[src/rtl/video_pkg.sv]
// rtl/video_pkg.sv - shared pixel/state types, 640x480@60 default timing and control codes
// for video_timing_ctrl.
package video_pkg;

  typedef struct packed {
    logic [7:0] r;
    logic [7:0] g;
    logic [7:0] b;
  } pixel_t;

  typedef enum logic [1:0] {
    ST_IDLE  = 2'd0,
    ST_RUN   = 2'd1,
    ST_DRAIN = 2'd2
  } state_t;

  localparam int VGA_H_ACTIVE = 640;
  localparam int VGA_H_FP     = 16;
  localparam int VGA_H_SYNC   = 96;
  localparam int VGA_H_BP     = 48;
  localparam int VGA_V_ACTIVE = 480;
  localparam int VGA_V_FP     = 10;
  localparam int VGA_V_SYNC   = 2;
  localparam int VGA_V_BP     = 33;

  // Control-period code for the green and red TMDS lanes; only blue carries sync.
  localparam logic [1:0] CTL_NULL = 2'b00;

  // Colour-bar order white, yellow, cyan, green, magenta, red, blue, black falls out
  // of the index bits: red drops on idx[1], green on idx[2], blue on idx[0].
  function automatic pixel_t bar_colour(input logic [2:0] idx);
    pixel_t p;
    p.r = {8{~idx[1]}};
    p.g = {8{~idx[2]}};
    p.b = {8{~idx[0]}};
    return p;
  endfunction

endpackage

[src/rtl/video_sync_counter.sv]
// rtl/video_sync_counter.sv - one timing axis: wrapping position counter with
// active-region and sync-window decode.
module video_sync_counter
  import video_pkg::*;
#(
  parameter int   ACTIVE   = VGA_H_ACTIVE,
  parameter int   FP       = VGA_H_FP,
  parameter int   SYNC     = VGA_H_SYNC,
  parameter int   BP       = VGA_H_BP,
  parameter logic SYNC_POL = 1'b0,
  parameter int   CNT_W    = $clog2(ACTIVE + FP + SYNC + BP)
) (
  input  logic             clk,
  input  logic             rstn_i,
  input  logic             clr,
  input  logic             step,
  output logic [CNT_W-1:0] cnt,
  output logic             last,
  output logic             active,
  output logic             sync
);

  localparam int TOTAL      = ACTIVE + FP + SYNC + BP;
  localparam int SYNC_START = ACTIVE + FP;
  localparam int SYNC_END   = ACTIVE + FP + SYNC;

  logic in_sync;

  assign last    = (cnt == CNT_W'(TOTAL - 1));
  assign active  = (32'(cnt) < ACTIVE);
  assign in_sync = (32'(cnt) >= SYNC_START) && (32'(cnt) < SYNC_END);
  assign sync    = in_sync ? SYNC_POL : ~SYNC_POL;

  always_ff @(posedge clk or negedge rstn_i) begin
    if (!rstn_i) begin
      cnt <= '0;
    end else if (clr) begin
      cnt <= '0;
    end else if (step) begin
      cnt <= last ? '0 : cnt + CNT_W'(1);
    end
  end

endmodule

[src/rtl/video_timing_ctrl.sv]
// rtl/video_timing_ctrl.sv - raster timing and pixel pacing for a three-lane TMDS encoder.
// Optional colour-bar generator compiled in with VIDEO_TIMING_TEST_PATTERN_EN.
module video_timing_ctrl
  import video_pkg::*;
#(
  parameter int   H_ACTIVE = VGA_H_ACTIVE,
  parameter int   H_FP     = VGA_H_FP,
  parameter int   H_SYNC   = VGA_H_SYNC,
  parameter int   H_BP     = VGA_H_BP,
  parameter int   V_ACTIVE = VGA_V_ACTIVE,
  parameter int   V_FP     = VGA_V_FP,
  parameter int   V_SYNC   = VGA_V_SYNC,
  parameter int   V_BP     = VGA_V_BP,
  parameter logic SYNC_POL = 1'b0
) (
  input  logic        clk,
  input  logic        rstn_i,
  input  logic        enable_i,
  input  logic [23:0] pix_data_i,
  input  logic        pix_valid_i,
  output logic        pix_ready_o,
  output logic        vde_o,
  output logic [7:0]  vd_r_o,
  output logic [7:0]  vd_g_o,
  output logic [7:0]  vd_b_o,
  output logic [1:0]  cd_b_o,
  output logic [1:0]  cd_g_o,
  output logic [1:0]  cd_r_o,
  output logic        frame_start_o,
  output logic        busy_o,
  output logic        underflow_o,
  input  logic        clr_underflow_i,
  input  logic        pattern_sel_i
);

  localparam int H_TOTAL = H_ACTIVE + H_FP + H_SYNC + H_BP;
  localparam int V_TOTAL = V_ACTIVE + V_FP + V_SYNC + V_BP;
  localparam int HW      = $clog2(H_TOTAL);
  localparam int VW      = $clog2(V_TOTAL);

  state_t state, state_nxt;

  logic [HW-1:0] h_cnt;
  logic [VW-1:0] v_cnt;
  logic          h_last, v_last, h_act, v_act;
  logic          hsync, vsync;
  logic          running, active, frame_last;
  logic          pat_mode, miss;
  pixel_t        pix_in, pat_pix, pix_nxt;

  assign running    = (state != ST_IDLE);
  assign active     = h_act && v_act;
  assign frame_last = h_last && v_last;

  video_sync_counter #(
    .ACTIVE   (H_ACTIVE),
    .FP       (H_FP),
    .SYNC     (H_SYNC),
    .BP       (H_BP),
    .SYNC_POL (SYNC_POL),
    .CNT_W    (HW)
  ) u_h_cnt (
    .clk    (clk),
    .rstn_i (rstn_i),
    .clr    (!running),
    .step   (running),
    .cnt    (h_cnt),
    .last   (h_last),
    .active (h_act),
    .sync   (hsync)
  );

  video_sync_counter #(
    .ACTIVE   (V_ACTIVE),
    .FP       (V_FP),
    .SYNC     (V_SYNC),
    .BP       (V_BP),
    .SYNC_POL (SYNC_POL),
    .CNT_W    (VW)
  ) u_v_cnt (
    .clk    (clk),
    .rstn_i (rstn_i),
    .clr    (!running),
    .step   (running && h_last),
    .cnt    (v_cnt),
    .last   (v_last),
    .active (v_act),
    .sync   (vsync)
  );

  always_ff @(posedge clk or negedge rstn_i) begin
    if (!rstn_i) begin
      state <= ST_IDLE;
    end else begin
      state <= state_nxt;
    end
  end

  // Dropping enable on the very last pixel finishes the frame in that cycle, so RUN
  // may skip DRAIN rather than scan one more complete frame.
  always_comb begin
    state_nxt = state;
    unique case (state)
      ST_IDLE:  if (enable_i) state_nxt = ST_RUN;
      ST_RUN:   if (!enable_i) state_nxt = frame_last ? ST_IDLE : ST_DRAIN;
      ST_DRAIN: begin
        if (enable_i) begin
          state_nxt = ST_RUN;
        end else if (frame_last) begin
          state_nxt = ST_IDLE;
        end
      end
      default:  state_nxt = ST_IDLE;
    endcase
  end

`ifdef VIDEO_TIMING_TEST_PATTERN_EN
  logic [2:0] bar_idx;

  assign pat_mode = pattern_sel_i;
  assign bar_idx  = 3'((32'(h_cnt) * 8) / H_ACTIVE);
  assign pat_pix  = bar_colour(bar_idx);
`else
  logic unused_pattern_sel;

  assign pat_mode           = 1'b0;
  assign pat_pix            = '0;
  assign unused_pattern_sel = pattern_sel_i;
`endif

  assign pix_in      = pix_data_i;
  assign pix_ready_o = running && active && !pat_mode;
  assign miss        = pix_ready_o && !pix_valid_i;
  assign busy_o      = running;
  assign cd_g_o      = CTL_NULL;
  assign cd_r_o      = CTL_NULL;

  // A missing source pixel still occupies its slot on the wire, blanked to black.
  always_comb begin
    pix_nxt = '0;
    if (running && active) begin
      if (pat_mode) begin
        pix_nxt = pat_pix;
      end else if (pix_valid_i) begin
        pix_nxt = pix_in;
      end
    end
  end

  always_ff @(posedge clk or negedge rstn_i) begin
    if (!rstn_i) begin
      vde_o         <= 1'b0;
      vd_r_o        <= '0;
      vd_g_o        <= '0;
      vd_b_o        <= '0;
      cd_b_o        <= {~SYNC_POL, ~SYNC_POL};
      frame_start_o <= 1'b0;
      underflow_o   <= 1'b0;
    end else begin
      vde_o                      <= running && active;
      {vd_r_o, vd_g_o, vd_b_o}   <= pix_nxt;
      cd_b_o                     <= running ? {vsync, hsync} : {~SYNC_POL, ~SYNC_POL};
      frame_start_o              <= running && (h_cnt == '0) && (v_cnt == '0);
      if (miss) begin
        underflow_o <= 1'b1;
      end else if (clr_underflow_i) begin
        underflow_o <= 1'b0;
      end
    end
  end

endmodule
[config.mk]
export PLATFORM = sky130hd
export DESIGN_NAME = video_timing_ctrl
export DESIGN_NICKNAME = d
export VERILOG_FILES = /design/src/rtl/video_pkg.sv /design/src/rtl/video_sync_counter.sv /design/src/rtl/video_timing_ctrl.sv
export SDC_FILE = /design/constraint.sdc
export NUM_CORES = 1
export LEC_CHECK = 0
export ABC_AREA = 1
export ABC_CLOCK_PERIOD_IN_PS = 1870
export BUFFER_PORTS_ARGS = -buffer_cell sky130_fd_sc_hd__buf_4
export CAP_MARGIN = 40
export CORE_MARGIN = 2
export CORE_UTILIZATION = 52
export CTS_CLUSTER_SIZE = 14
export DETAILED_ROUTE_END_ITERATION = 12
export PLACE_DENSITY = 0.79
export SETUP_SLACK_MARGIN = 0.15
export SYNTH_ARGS = -nofsm -noshare
export SYNTH_HDL_FRONTEND = slang
export SYNTH_SLANG_ARGS = --single-unit
[constraint.sdc]
create_clock -name clk -period 1.87 [get_ports clk]
set_input_delay 0.187 -clock clk [delete_from_list [all_inputs] [get_ports clk]]
set_output_delay 0.187 -clock clk [all_outputs]
set_load 0.1 [all_outputs]
==> impl_metrics.json, run 1 <==
{
  "status": "finished, final reports clean",
  "power.density_mw_per_mm2": 974,
  "htreeDepth": 2,
  "max_stage_delay_ns": 0.42,
  "synth_cell_types": 34,
  "nets": 365,
  "ys_top_cells_by_area": "dfrtp_1 51%, nand2_1 9.7%, nor2_1 5.0%",
  "drt_wl_total_mm": 4.97,
  "worstSetupEndpointType": "primary output",
  "ys_seq_area_share_pct": 53.4,
  "port_buffers": 59,
  "via_per_inst": 4.97,
  "busiest_layer": "met2",
  "gr-usage-met3_pct": 8.58,
  "cp.required_ns": 1.68,
  "drv_cap": 0,
  "io_pins": 65,
  "final.period_utilization_pct": 88.1,
  "vias": 1909,
  "synth_simple_gate_area_share_pct": 30.1,
  "fin_crit_ns": 1.65,
  "synth_area_per_cell_sq_um": 8.87,
  "rows": 24,
  "ys_async_sr_fraction_pct": 100,
  "synth_ff_type": "dfrtp_1",
  "tns_ns": 0,
  "die_w_um": 71.9,
  "grt_pass1_vias": 1815,
  "max_freq_mhz": 607,
  "grt_pass1_wl_mm": 8.10,
  "dr.pass1.iters": 4,
  "clk_latency_ns": 0.29,
  "grt_max_degree": 52,
  "synth_top_area_share_pct": 51.2,
  "total_leakage_power_nw": 1.53,
  "min_path_type": "input pin to flip-flop",
  "cp_cell_sequence": "nor2_4 -> inv_1 -> nand2_2 -> nor2_2 -> nand3_2 -> clkinvlp_4 -> buf_12",
  "setup-violations-final": 0,
  "p_total_mw": 2.94,
  "fin_cells": 384,
  "postSynthCellCount": 270,
  "drc": 0,
  "holdWs_ns": 0.0709,
  "start_util_pct": 54.6,
  "synthMuxAreaShare_pct": 0,
  "synth_edf_count": 0,
  "fp.coreArea_sq_mm": 0.00438,
  "grt_usage_pct": 20.1,
  "antenna_cells": 0,
  "slew_violations": 0,
  "finClkSkew_ns": 0.00266,
  "netlist_area_sq_mm": 0.00239,
  "arrival_ns": 1.46,
  "path_clk_slew_ns": 0.09,
  "critPathSlowestCell": "dfrtp_1",
  "gp_congestion": 0.840,
  "drive_gt1_share_pct": 29.8,
  "cts_num_sinks": 51,
  "worst_slew_pin_slew_ns": 0.616,
  "overflow": 0,
  "ant_nets": 0,
  "vdd_ir_drop_max_mv": 0.557,
  "hold_violations": 0,
  "die-area_sq_mm": 0.00516,
  "ys_warn_count": 0,
  "cts_root_buf": "clkbuf_8",
  "cts_tree": "built",
  "grtUsageMet1_pct": 26.1,
  "synth-compound-area-share_pct": 3.61,
  "die_h_um": 71.9,
  "synth_seq_cells": 51,
  "numCtsBuffers": 5,
  "met2_usage_pct": 31.3,
  "final_common_cell": "buf_4",
  "dp_hpwl_mm": 3.34,
  "dp.cells": 371,
  "synth_xor_xnor_area_share_pct": 1.10,
  "clockBufferDepth": 2,
  "crit_fanout": 4,
  "synthAdderAreaFrac_pct": 2.09,
  "rsz0062_at_grt": "true",
  "layout_common_cells": "64 x buf_4, 61 x nand2_1, 48 x dfrtp_1",
  "worstSetupPathType": "flip-flop to primary output",
  "synth_top_cell_by_area": "dfrtp_1",
  "avgRoutedWirePerCell_um": 12.9,
  "area_delta_synth_final_pct": 26.2,
  "critPathLaunchType": "flip-flop",
  "slew_headroom_pct": 58.9,
  "antenna_found_initial": 0,
  "drtIter0Drc": 91,
  "final_core_util_pct": 68.9,
  "synth_top_family_by_area": "simple AND/OR/NAND/NOR gates"
}
==> flip-flops by register name (all words and copies together), names as in the netlist <==
name,cells
vd_r_o,8
frame_start_o,1
underflow_o,1
cd_b_o,2
u_h_cnt.cnt,10
vd_g_o,8
u_v_cnt.cnt,10
state,2
vd_b_o,8
vde_o,1
==> cell usage after synthesis (5+ instances only) <==
master,n
nand4_1,12
nand3_1,17
inv_1,28
buf_4,5
dfrtp_1,49
nor3_1,6
o21ai_1,6
nor2_2,11
nor2_1,32
nand2_1,62
==> area by class of cell <==
cell class | instances | area, sq um
Multi-Input combinational cell | 178 | 922
Tap cell | 52 | 65.1
Fill cell | 360 | 1360
Clock inverter | 2 | 60.1
Inverter | 29 | 113
Timing Repair Buffer | 66 | 510
Sequential cell | 51 | 1280
Clock buffer | 6 | 72.6
==> logic make-up after synthesis <==
group | after synthesis
xor gates and xnor gates | 3
buffers and inverters | 44
other | 1
and+or+nand+nor | 151
DFF | 51
AOI/OAI and AO/OA | 16
adders and majority gates | 4
==> layer usage <==
layer	up-vias	share of wire (%)
met1	876	43
met3	2	9.3
met5	-	0
met2	70	48
met4	0	0.060
li1	961	-
==> stage by stage <==
step	area, sq um	worst slack, ns
floorplan	2410	0.167
global placement	2820	0.343
detailed placement	2820	0.319
CTS	2980	0.172
global route	3020	0.135
finish	3020	0.222
==> worst max-delay path: cells and delay by family (launching register included) <==
| kind | cells | cell delay, ns |
|---|---|---|
| flops | 1 | 0.42 |
| buf+inv | 3 | 0.38 |
| simple gates | 4 | 0.37 |
==> what timing repair did <==
action,4_1_cts,5_1_grt
hold buffers,1,0
pin swaps,0,1
setup buffers,2,2
gates resized for setup,2,6
hold endpoints to repair,49,0
endpoints found under the setup margin,1,2
==> path summary, 6_finish.rpt <==
kind	start	to	slack [ns]	depth (start not counted)
max	state[0]	pix_ready_o	0.22	7
min	clr_underflow_i	underflow_o	0.07	2
max reg2reg	u_v_cnt.cnt[0]	u_v_cnt.cnt[9]	0.28	7
min reg2reg	u_h_cnt.cnt[0]	u_h_cnt.cnt[0]	0.49	1
max in group asynchronous	rstn_i	u_h_cnt.cnt[8]	0.97	2
min in group asynchronous	rstn_i	u_h_cnt.cnt[2]	0.46	2
==> report_power, final <==
part | internal [mW] | leakage [nW] | switching [mW]
Clock | 0.535 | 0.0654 | 0.351
Sequential | 1.18 | 0.675 | 0.0581
Combinational | 0.207 | 0.795 | 0.609
Total | 1.93 | 1.53 | 1.02
No activity file was read; power rests on OpenSTA's default activity.
==> inputs of run 2 (changes only) <==
==> constraint.sdc (replaced) <==
create_clock -name clk -period 1.87 [get_ports clk]
set_input_delay 0.374 -clock clk [delete_from_list [all_inputs] [get_ports clk]]
set_output_delay 0.374 -clock clk [all_outputs]
set_load 0.1 [all_outputs]
==> run 2 against run 1 <==
  * Critical endpoint unchanged
  * Highest routed layer unchanged
  * Cell count grew 1.6%
  * Design area increased by 1.6%
  * Count of clock-buffer cells in the layout stayed put
  * Sequential cell count did not move
  * Clock skew up 0.0042 ns
  * Wire length down 2.8%
  * Combinational power down 0.6%
  * Register-to-register slack gained 0.06 ns
  * Non-clock buffer count grew 6
==> impl_metrics.json, run 2 (synthesis gave the netlist of run 1 again) <==
{
  "worstSetupEndpointType": "primary output",
  "rrSetupSlack_ns": 0.34,
  "crit_fanout": 3,
  "crit_family": "buffers and inverters",
  "power.density_mw_per_mm2": 956,
  "finClkSkew_ns": 0.00691,
  "fin_crit_ns": 1.77,
  "p_total_mw": 2.94,
  "grt_pass1_vias": 1839,
  "area_delta_synth_final_pct": 28.3,
  "gp_congestion": 0.865,
  "overflow": 0,
  "cts_tree": "built",
  "htreeDepth": 2,
  "numCtsBuffers": 5,
  "crit-reg2reg-launch": "u_v_cnt.cnt[0]",
  "final_common_cell": "buf_4",
  "min_path_type": "input pin to asynchronous set/reset pin",
  "cp.required_ns": 1.50,
  "p_sw_mw": 1.01,
  "max_stage_delay_ns": 0.38,
  "critPathLaunchType": "flip-flop",
  "rows": 24,
  "slew_violations": 0,
  "cp_common_cell": "nand3_2",
  "grt_pass1_wl_mm": 8.21,
  "clk_latency_ns": 0.30,
  "status": "finished, final reports clean",
  "drc": 0,
  "dr.pass1.iters": 4,
  "drv_cap": 0,
  "cp_num_buf_inv": 3,
  "r2r_end": "u_v_cnt.cnt[9]",
  "clockBufferDepth": 2,
  "path_clk_slew_ns": 0.09,
  "grt_usage_pct": 20.4,
  "reg_top3": "u_h_cnt.cnt: 10 flops, u_v_cnt.cnt: 10 flops",
  "hold_violations": 0,
  "ant_nets": 0,
  "pwr-share-clk_pct": 30.1,
  "die-area_sq_mm": 0.00516,
  "die_w_um": 71.9,
  "avgRoutedWirePerCell_um": 12.4,
  "die_h_um": 71.9,
  "intPower_mw": 1.93,
  "start_util_pct": 54.6,
  "slew_headroom_pct": 59.5,
  "vias": 1954,
  "grt_max_degree": 52,
  "multi_input_area_sq_um": 922,
  "max_freq_mhz": 566,
  "worstSetupPathType": "flip-flop to primary output",
  "arrival_ns": 1.39,
  "tns_ns": 0,
  "port_buffers": 59,
  "cts_hold_buf": 0,
  "regArea_sq_mm": 0.00128,
  "holdWs_ns": 0.0797,
  "switching_share_pct": 34.3,
  "layout_common_cells": "70 x buf_4, 61 x nand2_1, 49 x dfrtp_1",
  "p_seq_share_pct": 42.3,
  "comb_power_share_pct": 27.6,
  "final.period_utilization_pct": 94.4,
  "cts_num_sinks": 51,
  "worst_slew_pin_slew_ns": 0.607,
  "fp.coreArea_sq_mm": 0.00438,
  "drt_wl_total_mm": 4.83,
  "antenna_cells": 0,
  "cp_cell_sequence": "nand2_1 -> inv_1 -> nand3_2 -> nand3_2 -> clkinvlp_4 -> buf_12",
  "fillCellCount": 331,
  "rr_worst_depth": 7,
  "cts_root_buf": "clkbuf_8",
  "io_pins": 65,
  "vdd_ir_drop_max_mv": 0.507,
  "rsz0062_at_grt": "true",
  "via_per_inst": 5.01,
  "setup-violations-final": 0,
  "nets": 371,
  "dp_hpwl_mm": 3.33,
  "drive_gt1_share_pct": 31.7,
  "total_leakage_power_nw": 1.57,
  "drtIter0Drc": 140,
  "antenna_found_initial": 0,
  "critPathSlowestCell": "dfrtp_1"
}
[run 2: cell types whose count changed in the layout (fill, tap and decap cells not counted)]
| cell | before | now |
|---|---|---|
| buf_4 | 64 | 70 |
| dfrtp_1 | 48 | 49 |
| inv_1 | 27 | 25 |
| inv_2 | 1 | 3 |
| dlygate4sd3_1 | 1 | 0 |
| buf_8 | 0 | 1 |
| dfrtp_2 | 1 | 0 |
[run 2: timing repair]
action | in CTS | in global routing
gates resized for setup | 8 | 3
buffers inserted | 7 | 4
pin swaps | 2 | 3
setup endpoints to repair | 2 | 4
[run 2: metrics by stage]
step           util (%)  worst slack, ns  instances  cell area, sq um
6_report           70.1            0.104        390              3070
5_1_grt            70.1           0.0359        390              3070
4_1_cts            69.0           0.0889        386              3020
3_5_place_dp       64.2            0.271        371              2820
3_3_place_gp       64.2            0.289        371              2820
2_1_floorplan         -            0.110        273              2410
[run 2: cell type report]
type | count | area share, %
clock inverters | 2 | 1.96
multi-input cells | 178 | 30.0
flip-flops and latches | 51 | 41.6
inverters | 29 | 3.67
well taps | 52 | 2.12
clock buffers | 6 | 2.36
repair buffers | 72 | 18.2
[run 2: worst register-to-register path, stage by stage, from the launching register on]
cell and delay, ns:
dfrtp_1 0.41, inv_1 0.10, ha_1 0.15, nand2_1 0.08
nor3_1 0.20, nand2_1 0.19, o21ai_1 0.22, nor2_1 0.07
[run 2: per-layer routing]
layer / track usage (%) / share of wire [%] / routed length (um) / up-vias
met1: 27.1 / 44 / 2150 / 912
li1: - / - / - / 979
met2: 30.0 / 46 / 2210 / 58
met5: 0 / 0 / 0 / -
met4: 7.34 / 0.91 / 44 / 0
met3: 8.58 / 8.8 / 426 / 5
[run 2: worst max-delay path by stage]
stage | startpoint | to | slack [ns] | cells past startpoint
5_1_grt | state[0] | pix_ready_o | 0.04 | 7
3_3_place_gp | state[0] | pix_ready_o | 0.29 | 7
6_report | u_v_cnt.cnt[7] | pix_ready_o | 0.10 | 6
4_1_cts | state[1] | pix_ready_o | 0.09 | 7
2_1_floorplan | state[0] | pix_ready_o | 0.11 | 7
3_5_place_dp | state[0] | pix_ready_o | 0.27 | 7
[run 2: power groups by stage]
stage | Sequential (mW) | Combinational [mW] | Clock, mW
2_1_floorplan | 1.55 | 0.324 | 0
3_3_place_gp | 1.26 | 0.774 | 0
3_5_place_dp | 1.26 | 0.784 | 0
4_1_cts | 1.24 | 0.808 | 0.902
5_1_grt | 1.25 | 0.869 | 0.959
6_report | 1.24 | 0.811 | 0.884
